--- src/rtl/p2_pool_engine.sv ---
// p2_pool_engine: 2x2 max-pool of an 8x8 conv2 map into a 4x4 pool2 map.
// Six-state window walk: four reads, a final compare, then one write.
module p2_pool_engine #(
  parameter int DATA_W = 16
) (
  input  logic              clk,
  input  logic              reset,
  input  logic              start,
  output logic [5:0]        rd_addr,
  input  logic [DATA_W-1:0] rd_data,
  output logic              wr_en,
  output logic [3:0]        wr_addr,
  output logic [DATA_W-1:0] wr_data,
  output logic              busy,
  output logic              done
);

  typedef enum logic [2:0] {
    IDLE, RD0, RD1, RD2, RD3, CMP, WR, DONE
  } state_t;

  state_t state;

  // win = {prow, pcol}; doubles as the pool2 write address
  logic [3:0] win;
  logic [3:0] win_nx;
  logic signed [DATA_W-1:0] max_q;
  logic signed [DATA_W-1:0] din;
  logic signed [DATA_W-1:0] nmax;

  assign win_nx = win + 4'd1;
  assign din    = $signed(rd_data);
  // strict compare: ties keep the earlier element
  assign nmax   = (din > max_q) ? din : max_q;

  // window FSM with registered memory-side outputs
  always_ff @(posedge clk) begin
    if (reset) begin
      state   <= IDLE;
      win     <= '0;
      max_q   <= '0;
      rd_addr <= '0;
      wr_en   <= 1'b0;
      wr_addr <= '0;
      wr_data <= '0;
      busy    <= 1'b0;
      done    <= 1'b0;
    end else begin
      wr_en <= 1'b0;
      unique case (state)
        IDLE, DONE: begin
          if (start) begin
            state   <= RD0;
            win     <= '0;
            rd_addr <= '0;
            busy    <= 1'b1;
            done    <= 1'b0;
          end
        end
        RD0: begin
          state   <= RD1;
          rd_addr <= {win[3:2], 1'b0, win[1:0], 1'b1};
        end
        RD1: begin
          state   <= RD2;
          max_q   <= din;
          rd_addr <= {win[3:2], 1'b1, win[1:0], 1'b0};
        end
        RD2: begin
          state   <= RD3;
          max_q   <= nmax;
          rd_addr <= {win[3:2], 1'b1, win[1:0], 1'b1};
        end
        RD3: begin
          state <= CMP;
          max_q <= nmax;
        end
        CMP: begin
          state   <= WR;
          max_q   <= nmax;
          wr_en   <= 1'b1;
          wr_addr <= win;
          wr_data <= nmax;
        end
        WR: begin
          if (win == 4'hF) begin
            state <= DONE;
            busy  <= 1'b0;
            done  <= 1'b1;
          end else begin
            state   <= RD0;
            win     <= win_nx;
            rd_addr <= {win_nx[3:2], 1'b0, win_nx[1:0], 1'b0};
          end
        end
        default: state <= IDLE;
      endcase
    end
  end

endmodule

--- config.mk ---
export PLATFORM = sky130hd
export DESIGN_NAME = p2_pool_engine
export DESIGN_NICKNAME = d
export VERILOG_FILES = /design/src/rtl/p2_pool_engine.sv
export SDC_FILE = /design/constraint.sdc
export NUM_CORES = 1
export LEC_CHECK = 0
export BUFFER_PORTS_ARGS = -buffer_cell sky130_fd_sc_hd__buf_2
export CAP_MARGIN = 10
export CORE_UTILIZATION = 30
export DETAILED_ROUTE_END_ITERATION = 12
export HOLD_SLACK_MARGIN = 0.08
export PLACE_DENSITY = 0.56
export SLEW_MARGIN = 20
export SYNTH_ARGS = -nofsm -noshare
export SYNTH_HDL_FRONTEND = slang
export SYNTH_SLANG_ARGS = --single-unit
--- constraint.sdc ---
create_clock -name clk -period 3.04 [get_ports clk]
set_input_delay 0.304 -clock clk [delete_from_list [all_inputs] [get_ports clk]]
set_output_delay 0.304 -clock clk [all_outputs]
set_load 0.005 [all_outputs]
==> flow_metrics.env <==
export IMPL_die_y_um=98.9
export IMPL_startpoint="max_q[15]"
export IMPL_fill_cells=936
export IMPL_setup_tns_ps=0
export IMPL_worstMarginPinSlew_ps=719
export IMPL_clock_skew_final_ps=10.1
export IMPL_fmax_mhz=408
export IMPL_first_pass_iters=5
export IMPL_p_clk_share_pct=32.2
export IMPL_vias=2515
export IMPL_setup_viol=0
export IMPL_yosys_top_cells_area="dfxtp_1 37%, nand2b_1 8.4%, ha_1 7.6%"
export IMPL_power_switching_mw=0.448
export IMPL_synth_avg_cell_area_sq_um=8.26
export IMPL_power_density_nw_per_um2=475
export IMPL_hold_viol=0
export IMPL_layout_commonest_cell="dfxtp_1"
export IMPL_grt_pass1_vias=2481
export IMPL_fin_hold_ws_ps=270
export IMPL_holdCritPathClass="input port to flop"
export IMPL_post_drt_wl_per_cell_um=13.8
export IMPL_post_cts_buffers=0
export IMPL_synth_seq_area_share_pct=37.0
export IMPL_die_w_um=98.9
export IMPL_power_leakage_nw=1.39
export IMPL_power_total_mw=1.57
export IMPL_cts_buffer_depth=2
export IMPL_path_clk_slew_ps=100
export IMPL_rsz0062_at_grt="no"
export IMPL_initial_utilization_pct=31.7
export IMPL_core_area_sq_um=8890
export IMPL_cts_tree="built"
export IMPL_cts_root_buffer="clkbuf_8"
export IMPL_numCtsBuffers=5
export IMPL_combPwrFrac_pct=20.3
export IMPL_yosysWarnings=0
export IMPL_drtIter0Drc=121
export IMPL_slew_headroom_pct=52.0
export IMPL_die_area_sq_um=9780
export IMPL_yosys_area_top_type_share_pct=37.0
export IMPL_yosys_area_share_simple_pct=25.6
export IMPL_status="complete, no violations"
export IMPL_internal_power_mw=1.13
export IMPL_grtUsageTotal_pct=14.8
export IMPL_grt_overflow=0
export IMPL_clkSinkCount=52
export IMPL_gp_congestion=0.783
export IMPL_start_kind="flop"
export IMPL_hpwl_um=4730
export IMPL_synthAdderAreaFrac_pct=7.55
export IMPL_final_antenna_net_count=0
export IMPL_slew_viol_final=0
export IMPL_grt_pass1_wl_um=11700
export IMPL_num_rows=34
export IMPL_synth_mux_area_share_pct=6.09
export IMPL_nNetsFinal=420
export IMPL_dp_cells=484
export IMPL_synth_top_area_cell="dfxtp_1"
export IMPL_pwr_share_seq_pct=47.5
export IMPL_syn_to_final_growth_pct=17.7
export IMPL_worst_ep_required_time_ps=3280
export IMPL_switching_share_pct=28.5
export IMPL_syn_area_sq_um=2820
export IMPL_cts_resized=0
export IMPL_crit_arrival_ps=2690
export IMPL_postCtsHoldBufs=0
export IMPL_holdCritStartpoint="rd_data[4]"
export IMPL_via_per_inst=5.10
export IMPL_synth_xor_area_share_pct=0
export IMPL_cap_violations=0
export IMPL_endpoint_kind="flop"
export IMPL_min_period_ps=2450
export IMPL_fin_crit_sh_pct=80.7
export IMPL_r2r_start="max_q[15]"
export IMPL_antenna_cells=0
export IMPL_clk_latency_ps=310
export IMPL_final_util_pct=37.3
export IMPL_io_buffers=47
export IMPL_cp_max_fo=9
export IMPL_drive_above_1_share_pct=18.7
export IMPL_seq_area_sq_um=1040
export IMPL_multi_input_area_sq_um=1610
export IMPL_postRouteWirelength_um=6830
export IMPL_fin_cells=493
export IMPL_syn_instance_count=341
export IMPL_synth_nets=377
export IMPL_htree_levels=2
export IMPL_peakVddDrop_mv=0.197
export IMPL_synth_top_family_by_area="simple AND/OR/NAND/NOR gates"
export IMPL_grt_max_degree=69
export IMPL_antenna_found_initial=0
export IMPL_drcViolationCount=0
export IMPL_io_pins=48
export IMPL_synth_compound_area_share_pct=17.6
export IMPL_synth_cell_types=43
export IMPL_ys_ff_latch=52
export IMPL_worstSetupPathType="flop to flop"
export IMPL_final_cell_mix="52 x dfxtp_1, 47 x buf_2, 38 x nand2b_1"
==> power by group through the flow <==
| stage | registers (mW) | logic [mW] | clock network, mW |
|---|---|---|---|
| detailed placement | 0.763 | 0.316 | 0 |
| global route | 0.754 | 0.359 | 0.552 |
| floorplan | 0.748 | 0.233 | 0 |
| global placement | 0.762 | 0.311 | 0 |
| finish | 0.748 | 0.319 | 0.506 |
| CTS | 0.747 | 0.318 | 0.533 |
==> synth_stat cells, drive strengths merged <==
library cell	number
a21o	2
a311oi	17
o21ai	25
o211ai	1
a221oi	2
a31oi	2
and3	3
ha	17
mux2	1
nor2	36
o2111ai	1
nand2	20
buf	6
nand2b	38
o32ai	1
nor2b	6
or4	1
nor3b	1
inv	19
a32oi	1
or3	1
a31o	1
nand4	3
nor3	3
and2	1
nand3	20
a21oi	19
o22a	1
dfxtp	52
nand4b	2
nor4	1
o22ai	1
clkbuf	16
and3b	1
a222oi	1
and4	2
mux2i	16
==> cell type report <==
type / instances / share of cell area, %
clock buffers: 6 / 2.49
well taps: 108 / 4.08
clock inverters: 2 / 1.17
flip-flops and latches: 52 / 31.4
repair buffers: 58 / 10.2
inverters: 19 / 2.15
multi-input cells: 248 / 48.5
==> final timing paths <==
| kind | endpoint | slack [ps] | cells past startpoint |
|---|---|---|---|
| setup / recovery | max_q[2] | 590 | 9 |
| setup reg to reg | max_q[2] | 590 | 9 |
| hold / removal | max_q[4] | 270 | 3 |
| hold reg to reg | wr_addr[3] | 460 | 2 |
==> through the flow <==
stage | setup slack (ps) | cell area [sq um]
2_1_floorplan | 597 | 2820
3_3_place_gp | 617 | 3170
3_5_place_dp | 550 | 3170
4_1_cts | 580 | 3290
5_1_grt | 443 | 3310
6_report | 587 | 3310
==> critical path, cell delays in order, from the launching register on <==
cell     delay, ps
dfxtp_1        360
inv_1           50
ha_1           310
and4_4         220
nand2_2         70
and3b_1        190
or4_1          580
a31oi_4        170
buf_4          230
mux2i_1        210
==> flip-flops by register name (all words and copies together), names as in the netlist <==
signal / cells
busy: 1
max_q: 16
wr_en: 1
wr_data: 16
wr_addr: 4
rd_addr: 6
state: 3
done: 1
win: 4
==> layer usage <==
layer | routed length (um) | vias up | GRT usage [%]
met2 | 3200 | 55 | 25.1
met3 | 265 | 6 | 3.12
met1 | 3280 | 1170 | 19.0
li1 | - | 1284 | -
met5 | 0 | - | 0
met4 | 83 | 0 | 4.25
==> cell families after synthesis <==
| kind of cell | Yosys count |
|---|---|
| buffers and inverters | 41 |
| adders and majority gates | 17 |
| and+or+nand+nor | 139 |
| muxes | 17 |
| AOI/OAI and AO/OA | 75 |
| DFF | 52 |
(Power assumes the default switching activity.)
